`config.mk`:
```
export PLATFORM = sky130hd
export DESIGN_NAME = pdata_ctrl
export DESIGN_NICKNAME = d
export VERILOG_FILES = /design/src/rtl/pdata_ctrl.sv
export SDC_FILE = /design/constraint.sdc
export NUM_CORES = 1
export LEC_CHECK = 0
export BUFFER_PORTS_ARGS = -buffer_cell sky130_fd_sc_hd__buf_2
export CAP_MARGIN = 20
export CELL_PAD_IN_SITES_DETAIL_PLACEMENT = 0
export CELL_PAD_IN_SITES_GLOBAL_PLACEMENT = 1
export CORE_ASPECT_RATIO = 1.5
export CORE_UTILIZATION = 40
export CTS_BUF_LIST = sky130_fd_sc_hd__clkbuf_8 sky130_fd_sc_hd__clkbuf_16
export CTS_CLUSTER_SIZE = 24
export DETAILED_ROUTE_END_ITERATION = 7
export HOLD_SLACK_MARGIN = 0.06
export PLACE_DENSITY_LB_ADDON = 0.1
export SLEW_MARGIN = 20
export SYNTH_ARGS = -nofsm -noshare
export SYNTH_HDL_FRONTEND = slang
export SYNTH_SLANG_ARGS = --single-unit
```
`constraint.sdc`:
```
create_clock -name clk -period 2.78 [get_ports clk]
set_clock_uncertainty 0.2 [all_clocks]
set_input_delay 0.556 -clock clk [delete_from_list [all_inputs] [get_ports clk]]
set_output_delay 0.556 -clock clk [all_outputs]
set_load 0.01 [all_outputs]
```
`src/rtl/pdata_ctrl.sv`:
```
`default_nettype none
// ------------------------------------------------------------------
// pdata_ctrl - host-side sequencer driving a bit-serial pdata PE
// Rev 1.0
// ------------------------------------------------------------------
module pdata_ctrl #(
  parameter int SIZE = 32,
  parameter int CW   = $clog2(4*SIZE)
) (
  input  logic                clk,
  input  logic                rst,
  input  logic                cmd_valid,
  output logic                cmd_ready,
  input  logic [2:0]          cmd_op,
  input  logic [4*SIZE-1:0]   cmd_data,
  output logic                rsp_valid,
  input  logic                rsp_ready,
  output logic [4*SIZE-1:0]   rsp_data,
  output logic                busy,
  output logic [2:0]          opcode,
  output logic                rx,
  input  logic                tx
);

  localparam int c_W = 4*SIZE;

  localparam logic [2:0] c_OP_OUT_DATA1 = 3'd0;
  localparam logic [2:0] c_OP_OUT_DATA2 = 3'd1;
  localparam logic [2:0] c_OP_OUT_RES   = 3'd2;
  localparam logic [2:0] c_OP_LOAD      = 3'd3;
  localparam logic [2:0] c_OP_LOAD_RES  = 3'd4;
  localparam logic [2:0] c_OP_MUL       = 3'd5;
  localparam logic [2:0] c_OP_MUL_ADD   = 3'd6;
  localparam logic [2:0] c_OP_NO_OP     = 3'd7;

  localparam logic [c_W-1:0] c_ONE     = 1;
  localparam logic [CW:0]    c_N_ONE   = 1;
  localparam logic [CW:0]    c_N_TWO   = 2;
  localparam logic [CW-1:0]  c_CNT_ONE = 1;

  typedef enum logic [1:0] {
    S_IDLE  = 2'd0,
    S_SHIFT = 2'd1,
    S_RESP  = 2'd2
  } state_t;

  function automatic logic [CW:0] shift_len(input logic [2:0] op);
    case (op)
      c_OP_OUT_DATA1, c_OP_OUT_DATA2, c_OP_LOAD: shift_len = (CW+1)'(SIZE);
      c_OP_OUT_RES, c_OP_LOAD_RES:               shift_len = (CW+1)'(c_W);
      c_OP_MUL, c_OP_MUL_ADD:                    shift_len = c_N_ONE;
      default:                                   shift_len = '0;
    endcase
  endfunction

  function automatic logic is_read(input logic [2:0] op);
    is_read = (op == c_OP_OUT_DATA1) || (op == c_OP_OUT_DATA2) || (op == c_OP_OUT_RES);
  endfunction

  state_t         r_state, w_state_nxt;
  logic [2:0]     r_op, w_op_nxt;
  logic [c_W-1:0] r_shreg, w_shreg_nxt;
  logic [CW-1:0]  r_cnt, w_cnt_nxt;
  logic [2:0]     r_opcode, w_opcode_nxt;
  logic           r_rx, w_rx_nxt;
  logic           r_rsp_valid, w_rsp_valid_nxt;
  logic [c_W-1:0] r_rsp_data, w_rsp_data_nxt;

  logic [CW:0]    w_cmd_n, w_op_n;
  logic [CW-1:0]  w_cmd_idx, w_rx_idx;
  logic [c_W-1:0] w_shifted, w_mask;

  assign w_cmd_n   = shift_len(cmd_op);
  assign w_op_n    = shift_len(r_op);
  assign w_cmd_idx = CW'(w_cmd_n - c_N_ONE);
  assign w_rx_idx  = CW'(w_op_n - c_N_TWO);
  assign w_shifted = {r_shreg[c_W-2:0], tx};
  // Shifting by the full width yields zero, so the mask becomes all ones for N = 4*SIZE
  assign w_mask    = (c_ONE << w_op_n) - c_ONE;

  always_comb begin
    w_state_nxt     = r_state;
    w_op_nxt        = r_op;
    w_shreg_nxt     = r_shreg;
    w_cnt_nxt       = r_cnt;
    w_opcode_nxt    = r_opcode;
    w_rx_nxt        = r_rx;
    w_rsp_valid_nxt = r_rsp_valid;
    w_rsp_data_nxt  = r_rsp_data;
    case (r_state)
      S_IDLE: begin
        if (cmd_valid) begin
          w_shreg_nxt = cmd_data;
          w_op_nxt    = cmd_op;
          if (w_cmd_n != '0) begin
            w_opcode_nxt = cmd_op;
            w_rx_nxt     = cmd_data[w_cmd_idx];
            w_cnt_nxt    = w_cmd_idx;
            w_state_nxt  = S_SHIFT;
          end else begin
            w_rsp_data_nxt  = '0;
            w_rsp_valid_nxt = 1'b1;
            w_state_nxt     = S_RESP;
          end
        end
      end
      S_SHIFT: begin
        w_shreg_nxt = w_shifted;
        if (r_cnt == '0) begin
          w_opcode_nxt    = c_OP_NO_OP;
          w_rx_nxt        = 1'b0;
          w_rsp_valid_nxt = 1'b1;
          // tx floats during write-only ops, so only read ops may reach the response
          w_rsp_data_nxt  = is_read(r_op) ? (w_shifted & w_mask) : '0;
          w_state_nxt     = S_RESP;
        end else begin
          w_rx_nxt  = r_shreg[w_rx_idx];
          w_cnt_nxt = r_cnt - c_CNT_ONE;
        end
      end
      S_RESP: begin
        if (rsp_ready) begin
          w_rsp_valid_nxt = 1'b0;
          w_state_nxt     = S_IDLE;
        end
      end
      default: begin
        w_state_nxt = S_IDLE;
      end
    endcase
  end

  always_ff @(posedge clk) begin
    if (rst) begin
      r_state <= S_IDLE;
    end else begin
      r_state <= w_state_nxt;
    end
  end

  always_ff @(posedge clk) begin
    if (rst) begin
      r_op        <= c_OP_NO_OP;
      r_shreg     <= '0;
      r_cnt       <= '0;
      r_opcode    <= c_OP_NO_OP;
      r_rx        <= 1'b0;
      r_rsp_valid <= 1'b0;
      r_rsp_data  <= '0;
    end else begin
      r_op        <= w_op_nxt;
      r_shreg     <= w_shreg_nxt;
      r_cnt       <= w_cnt_nxt;
      r_opcode    <= w_opcode_nxt;
      r_rx        <= w_rx_nxt;
      r_rsp_valid <= w_rsp_valid_nxt;
      r_rsp_data  <= w_rsp_data_nxt;
    end
  end

  assign cmd_ready = (r_state == S_IDLE);
  assign busy      = (r_state != S_IDLE);
  assign opcode    = r_opcode;
  assign rx        = r_rx;
  assign rsp_valid = r_rsp_valid;
  assign rsp_data  = r_rsp_data;

endmodule
`default_nettype wire

```
* After elaboration in Yosys (flattened, before gate mapping)
Cells that the tools add are included.
** Cells by class
- Shift-type cells :: 1
- $lt $le $gt $ge :: 2
- Bitwise logic cells :: 1
- Equal/unequal tests :: 20
- Mux-type cells :: 35
- Reduce and logical (&&, ||, !) cells :: 24
- Add/subtract/negate cells :: 4
** Operators with widths (count)
- 2-to-1 mux 128 bit :: 5
- one-hot mux 128 bit (2 select lines) :: 2
- AND 128 bit :: 1
- left shift 1 x 8 -> 128 bit (first input constant) :: 1
- subtractor 128 x 1 -> 128 bit (second input constant) :: 1
- one-hot mux 8 bit (3 select lines) :: 2
- 2-to-1 mux 7 bit :: 3
- == test 3 bit (second input constant) :: 6
- less-than comparator 7 x 8 -> 1 bit (second input constant) :: 2
- binary-select mux 1 bit (select 7 bit) :: 2
- one-hot mux 7 bit (2 select lines) :: 1
- subtractor 7 x 1 -> 7 bit (second input constant) :: 2
- == test 3 x 2 -> 1 bit (second input constant) :: 4
- AND reduction 4 bit :: 3
- != test 2 bit (second input constant) :: 5
- 2-to-1 mux 1 bit :: 9
- 2-to-1 mux 3 bit :: 3
- 2-to-1 mux 2 bit :: 4
- nonzero test 8 bit :: 1
- OR reduction 2 bit :: 4
- logical NOT 7 bit :: 1
- subtractor 7 x 2 -> 7 bit (second input constant) :: 1
- == test 3 x 1 -> 1 bit (second input constant) :: 2
- logical NOT 3 bit :: 2
- other kinds (15) :: 20
** Word-level totals
- Bits of input ports :: 136
- Output and inout port bits :: 135
- Bits in registers :: 273
- Logic and storage cells :: 95

* Longest topological paths before layout
Gate-level depths: netlist of run 1.
- Depth after elaboration :: 9
- Gate-level depth with buffers :: 11
- Mapped depth without buffers :: 8

* Least setup slack after synthesis of run 1
Ideal clock, no wire load.
- Kind :: input to register
- From :: in cmd_op[1]
- To :: reg r_cnt[1]
- Required time :: 2.464 ns
- Arrival time :: 2.182 ns
- Setup slack :: 0.281 ns
- Buffers on the path :: 2
- Cell stages on the path :: 9
- Cells stage by stage :: buf_2 xor2_1 nand2_1 ha_1 o21ai_1 a21oi_2 or2_1 buf_2 a31o_2
** Between the ends
- Cells in the longest elaborated chain, start to end :: 7
- Elaborated cells on any way between the ends :: 18
- Classes of those cells :: add/sub: 1; eq/ne: 7; mux: 4; reduce/logical: 6
** RTL lines
- start, declared :: RTL line 14 : input logic [2:0] cmd_op,
- == test 3 x 1 -> 1 bit (tied with other cells) :: RTL line 48 : case (op)
- OR reduction 3 bit or OR reduction 2 bit (tied branches) :: RTL line 48
- one-hot mux 8 bit (3 select lines) * :: RTL line 48
- subtractor 7 x 1 -> 7 bit :: RTL line 75 : assign w_cmd_idx = CW'(w_cmd_n - c_N_ONE);
- 2-to-1 mux 7 bit :: RTL line 95 : if (w_cmd_n != '0) begin
- 2-to-1 mux 7 bit :: RTL line 92 : if (cmd_valid) begin
- one-hot mux 7 bit (2 select lines) :: RTL line 90 : case (r_state)
- end signal, assigned :: RTL line 153 : r_cnt <= w_cnt_nxt;
- end, declared :: RTL line 63 : logic [CW-1:0] r_cnt, w_cnt_nxt;
Every way passes the cells marked *; elsewhere a longest branch is shown, timed or not. The select of a mux whose other input is x is not followed.
A chain may end at the register's enable or synchronous reset.

* Worst setup path in the final report of run 1
- From :: reg r_state[0]
- To :: out busy
** Between the ends
- Cells in the longest elaborated chain, start to end :: 1
** RTL lines
- start, declared :: RTL line 60 : state_t r_state, w_state_nxt;
- start signal, assigned :: RTL line 137 : r_state <= w_state_nxt;
- nonzero test 2 bit :: RTL line 162 : assign busy = (r_state != S_IDLE);
- end, declared :: RTL line 19 : output logic busy,
No other way between the ends.

==> reports/results.txt, run 1 <==
CTS Sinks - 273
Nets - 1976
CTS max path bufs - 3
RSZ-0062 raised after global routing - false
H-tree depth - 1
Net Count, Synth - 1802
Final WL - 38480 um
Clock Latency Late Sink - 550 ps
Share of power burned in registers - 42.4%
Crit path from - r_state[0]
Final setup TNS - 0 ps
Final GP Congestion - 0.7492
Grt ovf - 0
Cts repair resizes - 0
Post-synthesis async set-or-reset flop share - 0%
Setup violators final - 0
DRC Markers - 0
Worst-margin pin slew - 857.6 ps
Number of synthesized flops with an enable pin - 0
WS Path Type - flop to output pin
Vias in the first global route - 11710
Cell count after synthesis - 1661
Row count - 80
Top-count cell post-synth - nor2_1
Vias per cell - 5.360
Hold Crit Class - primary input to flop
CTS clk-pin slew, worst paths - 60 ps
Share of the synthesized area in the top cell type - 42.03%
Multi-input logic area - 6535 um2
Power Density - 707.3 nW/um2
Fin cells - 2269
Critical-path cell list - buf_4 > nor2_1 > inv_1 > buf_2
MaxCap Viol Count - 0
Max-slew headroom - 42.83%
Final Slew Violations - 0
Max IR drop VDD - 0.0004521 V
DRT iter0 DRCs - 499
Hold path start - cmd_data[126]
Reg area - 5473 um2
Largest net degree at the start of global routing - 179
Placed cell count - 2215
Routed len/inst - 16.96 um
Clk pwr share - 36.7%
Worst setup EP type - output pin
CTS tree - built
Sequential fraction of the synthesis area - 42.03%
Buf/Inv on CP - 3
Die footprint - 33250 um2
Delay-heaviest family, CP - buffers and inverters
Yosys top cell by area - dfxtp_1
Post-synthesis cell type count - 57
Worst Path Max Fanout - 26
Die H - 222.8 um
Fmax - 397.8 MHz
Final ANT Viol Nets - 0
Ys Warns - 0
First-pass iteration count of the detailed router - 5
Post-synthesis sequential element count - 273
Synth cell count leaders - nor2_1, dfxtp_1, a21oi_1, nand2_1, nand3_1
Root Driver - clkbuf_16
Share of layout cells above drive strength 1 - 25.96%
Worst EP required - 2020 ps
Int Pwr - 0.007610 W
Post-Syn Area per Cell - 7.828 um2
WP data arrival - 1760 ps
Status - complete, no violations
I/O pin count - 271
Num CTS Buffers - 28
Area Overhead vs Synth - 19.98%
FF-to-FF Start - r_state[0]
Slowest stage delay, CP - 510 ps
Critical Path Source Type - flop
Sw Share - 31.03%
Predominant post-synthesis flop cell - dfxtp_1
Final Critical Period - 2514 ps
Initial core utilization - 40.72%
First-pass GRT wire length - 61800 um
Final period utilization - 90.42%
# fillers - 3236
Ranking of synthesized cells by area - dfxtp_1, nor2_1, a21oi_1
Post-DP HPWL - 24280 um
Core Area - 31930 um2
Total track usage - 22.93%
Buffers added on ports - 270
Via total after detailed routing - 12160
Antenna violations before repair - 2
Leakage - 6.553 nW
Die width - 149.2 um
Fin. Hold Viols - 0
Psw - 0.003424 W
Post-Syn Area - 13000 um2
Post CTS Setup Buffer Count - 0
Combinational share of power - 20.9%
Max stage delay cell, worst path - dfxtp_4
-- worst reg2reg max path, cell delays in order (launching register included) --
cell,delay (ps)
dfxtp_4,510
nand2b_4,210
a2111oi_2,500
and2_1,190
buf_4,400
nand3_1,160
o21ai_1,110
-- cell families after synthesis --
logic type	synth area share, %
xor+xnor	0.2695
fa+ha+maj	0.4811
mux	1.617
buf+inv	7.881
simple gates	23.19
flops	42.03
compound gates	24.53
-- layout make-up --
| class | instances | share of cell area (%) |
|---|---|---|
| Clock buffer | 38 | 5.446 |
| Multi-Input combinational cell | 1161 | 41.89 |
| Tap cell | 410 | 3.288 |
| Timing Repair Buffer | 305 | 11.70 |
| Clock inverter | 14 | 0.9544 |
| Antenna cell | 2 | 0.03208 |
| Sequential cell | 273 | 35.08 |
| Inverter | 66 | 1.604 |
-- power by group through the flow --
stage	clock (W)	combinational, W	sequential (W)
2_1_floorplan	0	0.00177	0.00463
3_3_place_gp	0	0.00230	0.00476
3_5_place_dp	0	0.00234	0.00476
4_1_cts	0.00416	0.00235	0.00468
5_1_grt	0.00432	0.00259	0.00473
6_report	0.00405	0.00231	0.00468
-- cells in the final DEF, fill, tap and decap left out, drive strengths merged, types with 4 or more instances in the layout --
cell     Yosys  routed
o211ai       5       5
a21oi      181     181
a2111oi     56      56
o21ai      133     133
clkinv       1       8
o221a       56      56
nand2      142     142
ha           5       5
nor2b       59      59
buf         58     304
dfxtp      273     273
a211oi      18      18
nor3         9       9
nor2       306     306
o32ai        4       4
mux2i       21      21
nand3      130     130
clkbuf     103      38
inv         65      68
-- what timing repair did --
item,CTS,global route
setup endpoints to repair,0,1
endpoints found under the hold margin,1,0
hold buffers,1,0
-- state kept, by name, indices dropped and copies added, names as in the netlist --
name       cells
r_op           3
opcode         3
r_shreg      128
rsp_data     128
r_cnt          7
rx             1
rsp_valid      1
r_state        2
-- through the flow --
step                      power [W]  hold slack, ps  setup slack [ps]  cell area, um2  utilization [%]
after floorplan            0.006398           249.4             281.4           13000                -
after global placement     0.007062           233.9             152.0           14590            45.71
after detailed placement   0.007096           236.9             103.9           14590            45.71
after CTS                   0.01119           74.74             60.92           15600            48.86
after global routing        0.01164           123.5             138.0           15600            48.84
final                       0.01103           102.7             266.4           15600            48.86
-- per-layer routing --
metal | GRT usage (%) | up-vias | wire (um)
met5 | 0 | - | 12
met4 | 6.748 | 2 | 853
met3 | 4.209 | 51 | 2032
met2 | 39.91 | 277 | 19030
met1 | 28.36 | 5715 | 16550
li1 | - | 6117 | -
-- final timing paths --
kind,end,slack [ps],depth (start not counted)
hold / removal,r_shreg[126],100,3
setup reg to reg,rsp_data[2],430,6
setup / recovery,busy,270,4
hold reg to reg,rsp_data[80],240,2
(Power assumes the default switching activity.)
==> inputs of run 2 (changes only) <==
--- a/config.mk
+++ b/config.mk
@@ -10,7 +10,7 @@
 export CELL_PAD_IN_SITES_DETAIL_PLACEMENT = 0
 export CELL_PAD_IN_SITES_GLOBAL_PLACEMENT = 1
 export CORE_ASPECT_RATIO = 1.5
-export CORE_UTILIZATION = 40
+export CORE_UTILIZATION = 36
 export CTS_BUF_LIST = sky130_fd_sc_hd__clkbuf_8 sky130_fd_sc_hd__clkbuf_16
 export CTS_CLUSTER_SIZE = 24
 export DETAILED_ROUTE_END_ITERATION = 7
==> constraint.sdc (replaced) <==
create_clock -name clk -period 2.2 [get_ports clk]
set_clock_uncertainty 0.2 [all_clocks]
set_input_delay 0.44 -clock clk [delete_from_list [all_inputs] [get_ports clk]]
set_output_delay 0.44 -clock clk [all_outputs]
set_load 0.01 [all_outputs]
==> run 2 against run 1 <==
Against the previous run:
- power rose by 30%
- largest power group unchanged
- sequential power rose by 26%
- final area rose by 4.3%
- worst hold slack got worse by 2.2 ps
- worst setup slack got worse by 170 ps
- register-to-register slack got worse by 330 ps
- critical path type unchanged
- cell count rose by 5.2%
- global-route usage fell by 1.2 points
==> reports/results.txt, run 2 (synthesis gave the netlist of run 1 again) <==
Status - complete, no violations
CTS clk-pin slew, worst paths - 60 ps (about the same)
Root Driver - clkbuf_16
Total track usage - 21.76% (-1.2 points)
Die footprint - 36900 um2 (+11%)
Critical-path cell list - buf_4 > nor2_1 > inv_1 > buf_2
Max-slew headroom - 61.71% (+19 points)
Hold Crit Class - primary input to flop
Clock Latency Late Sink - 560 ps (about the same)
Commonest non-fill, non-tap cell in the layout - nor2_1
Worst EP required - 1560 ps (-460 ps)
I/O pin count - 271 (unchanged)
Fin. Hold Viols - 0 (unchanged)
Routed len/inst - 17.05 um (+0.52%)
Final period utilization - 95.60%
Power Total - 0.01432 W (+30%)
First-pass GRT wire length - 64890 um (+5.0%)
Int Pwr - 0.009887 W (+30%)
Die H - 234.8 um (+5.4%)
Final Slew Violations - 0 (unchanged)
Sw Share - 30.94% (-0.086 points)
Clk pwr share - 36.7% (about the same)
Vias per cell - 5.193 (-3.1%)
H-tree depth - 1 (unchanged)
Final Critical Period - 2103 ps
Max IR drop VDD - 0.0005683 V (+26%)
Final WL - 40690 um (+5.7%)
Via total after detailed routing - 12400 (+1.9%)
Worst-margin pin slew - 574.3 ps (-283.3 ps)
Area Overhead vs Synth - 25.17%
Critical Path Source Type - flop
Worst setup EP type - output pin
Buffers added on ports - 270 (unchanged)
Most frequent cells in the layout - nor2_1, dfxtp_1, buf_2
CTS Sinks - 273 (unchanged)
Finished Core Util - 46.09% (-2.8 points)
Slowest stage delay, CP - 370 ps (-140 ps)
Antenna violations before repair - 3 (+1)
Final GP Congestion - 0.7865 (+5.0%)
Max stage delay cell, worst path - dfxtp_4
Initial core utilization - 36.82% (-3.9 points)
Row count - 84 (+5.0%)
Psw - 0.004430 W (+29%)
CTS max path bufs - 3 (unchanged)
Post-DP HPWL - 27100 um (+12%)
Share of layout cells above drive strength 1 - 27.18% (+1.2 points)
Final ANT Viol Nets - 0 (unchanged)
First-pass iteration count of the detailed router - 4 (-1)
MaxCap Viol Count - 0 (unchanged)
Final setup TNS - 0 ps (unchanged)
Combinational share of power - 22.0% (+1.1 points)
Die width - 157.2 um (+5.3%)
CTS tree - built
Largest net degree at the start of global routing - 85 (-53%)
WS Path Type - flop to output pin
Worst Path Max Fanout - 20 (-23%)
Num CTS Buffers - 29 (+3.6%)
Nets - 2032 (+2.8%)
Buf/Inv on CP - 3 (unchanged)
DRT iter0 DRCs - 528 (+5.8%)
Grt ovf - 0 (unchanged)
Vias in the first global route - 12340 (+5.3%)
Delay-heaviest family, CP - buffers and inverters
DRC Markers - 0 (unchanged)
Setup violators final - 0 (unchanged)
Power Density - 879.7 nW/um2 (+24%)
Leakage - 6.881 nW (+5.0%)
WP data arrival - 1460 ps (-300 ps)
Share of power burned in registers - 41.3% (-1.1 points)
Core Area - 35310 um2 (+11%)
Fmax - 475.5 MHz
-- run 2: cell types whose count changed in the layout (fill, tap and decap cells not counted), sizes merged --
cell,change
dlygate4sd3,+16
buf,+39
clkinvlp,-1
clkinv,-5
inv,+7
clkbuf,-1
bufinv,+1
diode,-1
-- run 2: layer usage --
metal | global-route usage (%) | wire length, um
met1 | 26.13 | 17260
met2 | 39.10 | 20490
met3 | 3.412 | 1908
met4 | 6.531 | 1003
met5 | 0 | 30
-- run 2: what timing repair did --
item	4_1_cts	5_1_grt
gates cloned	0	0
hold endpoints to repair	19	0
endpoints found under the setup margin	2	60
setup buffers	0	4
gates resized for setup	2	2
pin swaps	0	2
hold buffers	17	0
-- run 2: final timing paths --
path                 startpoint       endpoint  slack [ps]  depth (start not counted)
setup reg to reg       r_cnt[3]  rsp_data[104]         100                          7
hold reg to reg    rsp_data[55]   rsp_data[55]         240                          2
setup / recovery     r_state[1]           busy         100                          4
hold / removal    cmd_data[108]   r_shreg[108]         100                          5
-- run 2: final cells by class --
cell class | instances | area, um2
clock inverter | 16 | 168.9
antenna | 1 | 2.502
tap | 473 | 591.8
sequential | 273 | 5473
multi-input combinational | 1161 | 6564
inverter | 66 | 250.2
fill | 3668 | 19040
timing repair buffer | 360 | 2379
clock buffer | 37 | 847.1
-- run 2: worst reg2reg max path, delay by kind of cell, from the launching register on --
family,cells,cell delay [ps]
buffers and inverters,2,390
AOI/OAI and AO/OA,2,340
and+or+nand+nor,3,760
DFF,1,360
-- run 2: per-stage QoR --
stage | hold WS [ps] | setup slack (ps) | std cells | area (um2)
after floorplan | 249.4 | 4.972 | 1661 | 13040
after global placement | 235.7 | -3.459 | 2312 | 15040
after detailed placement | 239.5 | -37.24 | 2312 | 15040
after CTS | 67.89 | 1.374 | 2382 | 16240
after global routing | 72.89 | -17.47 | 2386 | 16270
final | 100.6 | 96.75 | 2387 | 16280
-- run 2: power groups by stage --
| stage | combinational [W] | clock [W] | sequential, W |
|---|---|---|---|
| after detailed placement | 0.00313 | 0 | 0.00601 |
| after global routing | 0.00352 | 0.00559 | 0.00598 |
| after CTS | 0.00317 | 0.00539 | 0.00591 |
| after floorplan | 0.00225 | 0 | 0.00585 |
| final | 0.00315 | 0.00525 | 0.00591 |
| after global placement | 0.00309 | 0 | 0.00602 |
